`src/rtl/load_store_unit.sv`:
```
// Load/store unit: word-aligned memory port with byte enables, variable-latency
// handshake with timeout, and a one-cycle response carrying extended data or a fault.
module load_store_unit #(
  parameter int unsigned TIMEOUT_CYCLES = 255
) (
  input  logic        clock,
  input  logic        reset_n,
  input  logic        req_valid,
  output logic        req_ready,
  input  logic        req_we,
  input  logic [2:0]  req_funct3,
  input  logic [31:0] req_addr,
  input  logic [31:0] req_wdata,
  output logic        rsp_valid,
  output logic [31:0] rsp_rdata,
  output logic [1:0]  rsp_fault,
  output logic        mem_req,
  output logic        mem_we,
  output logic [31:0] mem_addr,
  output logic [3:0]  mem_be,
  output logic [31:0] mem_wdata,
  input  logic        mem_ack,
  input  logic [31:0] mem_rdata
);

  typedef enum logic [1:0] {IDLE, WAIT, RESP} state_e;

  localparam logic [8:0] TMO = 9'(TIMEOUT_CYCLES);

  state_e      state_q, state_d;
  logic        req_ready_q, req_ready_d;
  logic        rsp_valid_q, rsp_valid_d;
  logic [31:0] rsp_rdata_q, rsp_rdata_d;
  logic [1:0]  rsp_fault_q, rsp_fault_d;
  logic        mem_req_q, mem_req_d;
  logic        mem_we_q, mem_we_d;
  logic [31:0] mem_addr_q, mem_addr_d;
  logic [3:0]  mem_be_q, mem_be_d;
  logic [31:0] mem_wdata_q, mem_wdata_d;
  logic [7:0]  cnt_q, cnt_d;
  logic [2:0]  f3_q, f3_d;
  logic [1:0]  off_q, off_d;

  logic        illegal, misaligned;
  logic [3:0]  be;
  logic [31:0] lane, load_data;
  logic [8:0]  cnt_inc;

  always_comb begin
    illegal = 1'b0;
    case (req_funct3)
      3'b000, 3'b001, 3'b010: illegal = 1'b0;
      3'b100, 3'b101:         illegal = req_we;
      default:                illegal = 1'b1;
    endcase
    misaligned = ((req_funct3[1:0] == 2'b01) && req_addr[0]) ||
                 ((req_funct3[1:0] == 2'b10) && (req_addr[1:0] != 2'b00));
    case (req_funct3[1:0])
      2'b00:   be = 4'b0001 << req_addr[1:0];
      2'b01:   be = 4'b0011 << req_addr[1:0];
      default: be = 4'b1111;
    endcase
  end

  always_comb begin
    lane = mem_rdata >> {off_q, 3'b000};
    case (f3_q)
      3'b000:  load_data = {{24{lane[7]}}, lane[7:0]};
      3'b100:  load_data = {24'h0, lane[7:0]};
      3'b001:  load_data = {{16{lane[15]}}, lane[15:0]};
      3'b101:  load_data = {16'h0, lane[15:0]};
      default: load_data = lane;
    endcase
  end

  always_comb begin
    state_d     = state_q;
    rsp_valid_d = 1'b0;
    rsp_rdata_d = '0;
    rsp_fault_d = '0;
    mem_req_d   = mem_req_q;
    mem_we_d    = mem_we_q;
    mem_addr_d  = mem_addr_q;
    mem_be_d    = mem_be_q;
    mem_wdata_d = mem_wdata_q;
    cnt_d       = cnt_q;
    f3_d        = f3_q;
    off_d       = off_q;
    cnt_inc     = {1'b0, cnt_q} + 9'd1;
    case (state_q)
      IDLE: begin
        if (req_valid) begin
          f3_d  = req_funct3;
          off_d = req_addr[1:0];
          cnt_d = '0;
          if (illegal) begin
            state_d     = RESP;
            rsp_valid_d = 1'b1;
            rsp_fault_d = 2'b11;
          end else if (misaligned) begin
            state_d     = RESP;
            rsp_valid_d = 1'b1;
            rsp_fault_d = 2'b01;
          end else begin
            state_d     = WAIT;
            mem_req_d   = 1'b1;
            mem_we_d    = req_we;
            mem_addr_d  = {req_addr[31:2], 2'b00};
            // Loads drive no byte enables and no write data.
            mem_be_d    = req_we ? be : 4'b0000;
            mem_wdata_d = req_we ? (req_wdata << {req_addr[1:0], 3'b000}) : '0;
          end
        end
      end
      WAIT: begin
        if (mem_ack) begin
          state_d     = RESP;
          mem_req_d   = 1'b0;
          rsp_valid_d = 1'b1;
          rsp_rdata_d = mem_we_q ? '0 : load_data;
        end else begin
          cnt_d = cnt_inc[7:0];
          if (cnt_inc >= TMO) begin
            state_d     = RESP;
            mem_req_d   = 1'b0;
            rsp_valid_d = 1'b1;
            rsp_fault_d = 2'b10;
          end
        end
      end
      RESP:    state_d = IDLE;
      default: state_d = IDLE;
    endcase
    req_ready_d = (state_d == IDLE);
  end

  always_ff @(posedge clock) begin
    if (!reset_n) begin
      state_q     <= IDLE;
      req_ready_q <= 1'b1;
      rsp_valid_q <= 1'b0;
      rsp_rdata_q <= '0;
      rsp_fault_q <= '0;
      mem_req_q   <= 1'b0;
      mem_we_q    <= 1'b0;
      mem_addr_q  <= '0;
      mem_be_q    <= '0;
      mem_wdata_q <= '0;
      cnt_q       <= '0;
      f3_q        <= '0;
      off_q       <= '0;
    end else begin
      state_q     <= state_d;
      req_ready_q <= req_ready_d;
      rsp_valid_q <= rsp_valid_d;
      rsp_rdata_q <= rsp_rdata_d;
      rsp_fault_q <= rsp_fault_d;
      mem_req_q   <= mem_req_d;
      mem_we_q    <= mem_we_d;
      mem_addr_q  <= mem_addr_d;
      mem_be_q    <= mem_be_d;
      mem_wdata_q <= mem_wdata_d;
      cnt_q       <= cnt_d;
      f3_q        <= f3_d;
      off_q       <= off_d;
    end
  end

  assign req_ready = req_ready_q;
  assign rsp_valid = rsp_valid_q;
  assign rsp_rdata = rsp_rdata_q;
  assign rsp_fault = rsp_fault_q;
  assign mem_req   = mem_req_q;
  assign mem_we    = mem_we_q;
  assign mem_addr  = mem_addr_q;
  assign mem_be    = mem_be_q;
  assign mem_wdata = mem_wdata_q;

endmodule

```
`config.mk`:
```
export PLATFORM = sky130hd
export DESIGN_NAME = load_store_unit
export DESIGN_NICKNAME = d
export VERILOG_FILES = /design/src/rtl/load_store_unit.sv
export SDC_FILE = /design/constraint.sdc
export NUM_CORES = 1
export LEC_CHECK = 0
export BUFFER_PORTS_ARGS = -buffer_cell sky130_fd_sc_hd__buf_4
export CAP_MARGIN = 20
export CORE_MARGIN = 4
export CORE_UTILIZATION = 40
export CTS_BUF_LIST = sky130_fd_sc_hd__clkbuf_16
export CTS_CLUSTER_SIZE = 20
export DETAILED_ROUTE_END_ITERATION = 12
export GPL_TIMING_DRIVEN = 0
export HOLD_SLACK_MARGIN = 0.05
export PLACE_DENSITY = 0.71
export SETUP_SLACK_MARGIN = 0.2
export SYNTH_ARGS = -nofsm -noshare
export SYNTH_HDL_FRONTEND = slang
export SYNTH_SLANG_ARGS = --single-unit
```
`constraint.sdc`:
```
create_clock -name clock -period 1.8 [get_ports clock]
set_input_delay 0.09 -clock clock [delete_from_list [all_inputs] [get_ports clock]]
set_output_delay 0.09 -clock clock [all_outputs]
set_load 0.02 [all_outputs]
```
---- After elaboration in Yosys (flattened, before gate mapping) ----
Cells that the tools add are included.
operators by class
  shift operators ......................... 4
  add/sub/neg operators ................... 1
  reductions and logical operators ........ 17
  equality and inequality tests ........... 15
  muxes and demuxes ....................... 32
  magnitude comparators ................... 1
  bitwise operators ....................... 5
operators with widths
  cell                                                                count
  one-hot mux 32 bit (4 select lines)                                 1
  2-to-1 mux 32 bit                                                   1
  left shift 32 x 5 -> 32 bit                                         1
  right shift 32 x 5 -> 32 bit                                        1
  2-to-1 mux 2 bit                                                    9
  2-to-1 mux 8 bit                                                    2
  one-hot mux 8 bit (2 select lines)                                  1
  == test 3 bit (second input constant)                               4
  2-to-1 mux 1 bit                                                    11
  adder 8 x 1 -> 9 bit (second input constant)                        1
  greater-or-equal comparator 9 x 8 -> 1 bit (second input constant)  1
  != test 2 bit (second input constant)                               4
  one-hot mux 2 bit (2 select lines)                                  2
  one-hot mux 4 bit (2 select lines)                                  1
  == test 3 x 1 -> 1 bit (second input constant)                      2
  zero test 2 bit                                                     3
  zero test 3 bit                                                     2
  one-hot mux 1 bit (2 select lines)                                  3
  inverter 1 bit                                                      5
  AND reduction 5 bit                                                 1
  == test 2 x 1 -> 1 bit (second input constant)                      2
  2-to-1 mux 4 bit                                                    1
  AND reduction 4 bit                                                 1
  nonzero test 2 bit                                                  2
  other kinds (12)                                                    13
storage, ports and cells
  flip-flop bits (word level) ............. 119
  output and inout bits ................... 106

---- Longest topological paths before layout ----
  depth in word-level cells ............... 8
  depth in mapped cells ................... 8
  depth with buffers taken out ............ 6

---- Least setup slack after synthesis ----
Ideal clock, no wire load.
  kind .................................... register to register
  from .................................... reg cnt_q[0]
  to ...................................... reg rsp_valid_q, in the netlist rsp_valid
  cell stages (with the launch flop) ...... 6
  arrival ................................. 1587 ps
  slack ................................... 95 ps
  setup time .............................. 119 ps
  clock period less this slack ............ 1705 ps
  cells stage by stage .................... dfxtp_1 ha_1 and3_1 and3_1 or3_1 o221a_2
on the way
  cells in the longest elaborated chain, start to end .. 5
ends and longest elaborated chain
  item                                        RTL line  source
  start: declaration                          40        logic [7:0] cnt_q, cnt_d;
  start signal: assignment                    163       cnt_q <= cnt_d;
  adder 8 x 1 -> 9 bit                        89        cnt_inc = {1'b0, cnt_q} + 9'd1;
  greater-or-equal comparator 9 x 8 -> 1 bit  123       if (cnt_inc >= TMO) begin
  2-to-1 mux 1 bit                            123
  2-to-1 mux 1 bit                            116       if (mem_ack) begin
  one-hot mux 1 bit (2 select lines)          90        case (state_q)
  end signal: assignment                      155       rsp_valid_q <= rsp_valid_d;
  end: declaration                            32        logic rsp_valid_q, rsp_valid_d;
Every way passes these cells.
A chain may end at the register's enable or synchronous reset.

---- Worst setup path after layout ----
Ends and elaborated chain as after synthesis.

==> results_dict.tcl <==
set metrics [dict create \
    status "complete, no violations" \
    antenna_found_initial 0 \
    gp_congestion 0.8299 \
    dp_cells 1034 \
    die_area_mm2 0.01561 \
    power.total_w 0.007162 \
    ys_seq_area_share_pct 43.55 \
    vias 5787 \
    cp_num_cells 5 \
    grt_pass1_vias 5726 \
    peakVddDrop_v 0.0005961 \
    start_kind "register" \
    ios 210 \
    power_frac_comb_pct 17.6 \
    cts_num_sinks 119 \
    hp-class "in -> reg" \
    grt_max_degree 17 \
    switchingPower_w 0.001860 \
    yosysUniqueCellTypes 52 \
    area_growth_pct 62.01 \
    synthTopCellsByArea "dfxtp_1 (44%), nand2_1 (11%), a21boi_0 (8.9%)" \
    rows 42 \
    fin_ws_ps 195.0 \
    drv_slew 0 \
    drc 0 \
    critPathTopFamily "simple AND/OR/NAND/NOR gates" \
    synth_area_mm2 0.005470 \
    tritoncts.num_buffers 17 \
    p_per_area_mw_per_mm2 808.2 \
    r2r_setup_slack_ps 190 \
    dp_hpwl_um 13210 \
    cts_tree "built" \
    tns_ps 0 \
    avgSynthCellArea_um2 8.416 \
    period_share_pct 89.17 \
    h-tree-depth 4 \
    netlist.area_leader.share_pct 43.55 \
    cpMaxStageDelayCell "dfxtp_4" \
    synth-async-reset-ratio_pct 0 \
    nets 1057 \
    drive_gt1_share_pct 38.69 \
    ant_nets 0 \
    drv_cap 0 \
    switching_share_pct 25.97 \
    synth_warnings 0 \
    n_fill_cell 1083 \
    grt.overflow.total 0 \
    r2r_start "cnt_q[0]" \
    critPathBufInv 0 \
    cp_max_fo 5 \
    yosys_register_bits 119 \
    clk_pin_slew_ps 60 \
    fmax_mhz 623.0 \
    drt-initial-drc-count 351 \
    critical_path.max_stage_delay_ps 370 \
    multi_input_area_mm2 0.003080 \
    seqCellArea_mm2 0.002406 \
    yosys_most_used_dff "dfxtp_1" \
    synth_edf_count 0 \
    initial_core_util_pct 41.14 \
    clk_latency_ps 420 \
    p_clk_share_pct 43.9 \
    coreArea_mm2 0.01330 \
    grt_usage_pct 23.41 \
    synth_cells 650 \
    startpoint "cnt_q[0]" \
    finalHoldViolations 0 \
    intPower_w 0.005302 \
    routedWlPerCell_um 16.69 \
    r2r_cells 5 \
    worst_pin_slew_ps 611.9 \
    p_seq_share_pct 38.5 \
    dieHeight_um 124.9 \
    crit_path_end_kind "register" \
    crit_top_cell "and3_4" \
    post-route-min-period_ps 1605 \
    clock_path_buffers 2 \
    dr.pass1.iters 4 \
    fin_cells 1141 \
    routed_wl_um 19040 \
    setup_viol 0 \
    leakage_nw 3.748 \
    fin_skew_ps 4.977 \
    r2r_end "rsp_valid" \
    critPathArrivalTime_ps 1910 \
    io_buffers 207 \
    slew_headroom_pct 59.05 \
    root_buffer "clkbuf_16" \
    synth_top_area_cell "dfxtp_1" \
    dieWidth_um 124.9 \
    path_cells "ha_4, and3_4, and3_4, or3_4, o221a_2" \
    crit_type "reg -> reg" \
    cp.required_ps 2110 \
    place_worst_setup_slack_ps -143.8 \
    crit_end "rsp_valid" \
    rsz0062_at_grt "true" \
    grt_pass1_wl_um 29430 \
    via_per_inst 5.072 \
]
## worst reg2reg max path, delay by kind of cell, from the launching register on
kind | cells | cell delay (ps)
adders and majority gates | 1 | 180
AOI/OAI and AO/OA | 1 | 240
DFF | 1 | 370
and+or+nand+nor | 3 | 720
## layout by cell type, fill, tap and decap left out, types with 3 or more instances in the layout
| cell type | instances |
|---|---|
| dfxtp_4 | 5 |
| a211oi_2 | 3 |
| buf_1 | 4 |
| a21oi_2 | 18 |
| mux2i_1 | 26 |
| o21ai_0 | 25 |
| mux2_2 | 17 |
| clkbuf_2 | 6 |
| nor2b_1 | 23 |
| buf_6 | 11 |
| nand3_1 | 18 |
| clkbuf_1 | 13 |
| clkinv_2 | 6 |
| nor2_1 | 15 |
| o2111ai_1 | 8 |
| inv_1 | 6 |
| buf_4 | 232 |
| a21oi_1 | 20 |
| nor3_1 | 10 |
| a211oi_1 | 10 |
| clkbuf_4 | 6 |
| buf_2 | 9 |
| and3_4 | 3 |
| dfxtp_2 | 4 |
| dlygate4sd3_1 | 52 |
| clkinv_1 | 4 |
| a21boi_0 | 65 |
| dfxtp_1 | 110 |
| clkbuf_16 | 17 |
| nand2_1 | 157 |
## cells by family after synthesis
family	Yosys count	synth area share [%]
mux	43	8.257
other cells	1	0.06855
fa+ha+maj	2	0.4574
buf+inv	59	5.055
xor+xnor	2	0.3203
flops	119	43.55
simple gates	253	21.13
compound gates	171	21.16
## metal layers
layer | part of all wire [%] | vias to the layer above | global-route usage (%)
met1 | 40 | 2688 | 27.34
met2 | 50 | 198 | 39.63
met3 | 6.8 | 50 | 7.207
met5 | 0 | - | 0
met4 | 3.0 | 0 | 10.46
li1 | - | 2851 | -
## repair_timing
| action | 4_1_cts | 5_1_grt |
|---|---|---|
| buffers inserted | 16 | 5 |
| cloned | 1 | 0 |
| setup endpoints to repair | 110 | 95 |
| hold buffers | 52 | 0 |
| hold endpoints to repair | 53 | 0 |
| gates resized for setup | 37 | 81 |
| pin swaps | 10 | 14 |
## synth_stat cells (3+ instances only)
cell / instances
and3_1: 5
nor2_1: 17
mux2i_1: 26
and2_1: 3
nor3_1: 10
inv_1: 6
a21oi_1: 38
o2111ai_1: 8
buf_2: 14
a211oi_1: 14
clkbuf_1: 24
nand2_1: 159
buf_4: 4
nand3_1: 20
nor2b_1: 23
o21ai_0: 26
mux2_2: 17
dfxtp_1: 119
buf_1: 8
buf_6: 3
a21boi_0: 65
## metrics by stage
stage                     area, um^2  hold slack (ps)  utilization [%]
after floorplan                 5494            190.4                -
final                           8862            75.12            66.66
after detailed placement        7268            315.3            54.67
after global routing            8860            88.66            66.64
after CTS                       8569            63.11            64.46
after global placement          7268            305.5            54.67
## cell type report
cell class	count	share of cell area (%)
clock inverters	15	1.355
clock buffers	17	4.800
well taps	176	2.485
flip-flops and latches	119	27.15
multi-input cells	473	34.76
plain buffers	53	3.727
inverters	6	0.2541
diodes	1	0.02824
repair buffers	281	25.44
## registers in the layout (all words and copies together) (netlist names)
register and count:
rsp_rdata 32, state_q 2, rsp_fault 2, mem_we 1, cnt_q 8, mem_wdata 32
mem_be 4, mem_addr 30, rsp_valid 1, off_q 2, f3_q 3, req_ready 1
mem_req 1
## worst min-delay path by stage
stage,start,to,slack [ps],cells after the start
detailed placement,req_valid,req_ready,320,2
floorplan,req_valid,req_ready,190,1
CTS,mem_rdata[18],rsp_rdata[2],60,3
global route,mem_rdata[20],rsp_rdata[4],90,3
finish,mem_rdata[18],rsp_rdata[2],80,3
global placement,req_valid,req_ready,310,2
## power by group through the flow
stage	Clock, W	Sequential (W)	Combinational (W)
2_1_floorplan	0	0.00289	0.000476
3_3_place_gp	0	0.00281	0.00101
3_5_place_dp	0	0.00281	0.00102
4_1_cts	0.00320	0.00276	0.00118
5_1_grt	0.00330	0.00276	0.00135
6_report	0.00315	0.00276	0.00126
Note: power is estimated with default switching activity, not from simulation.
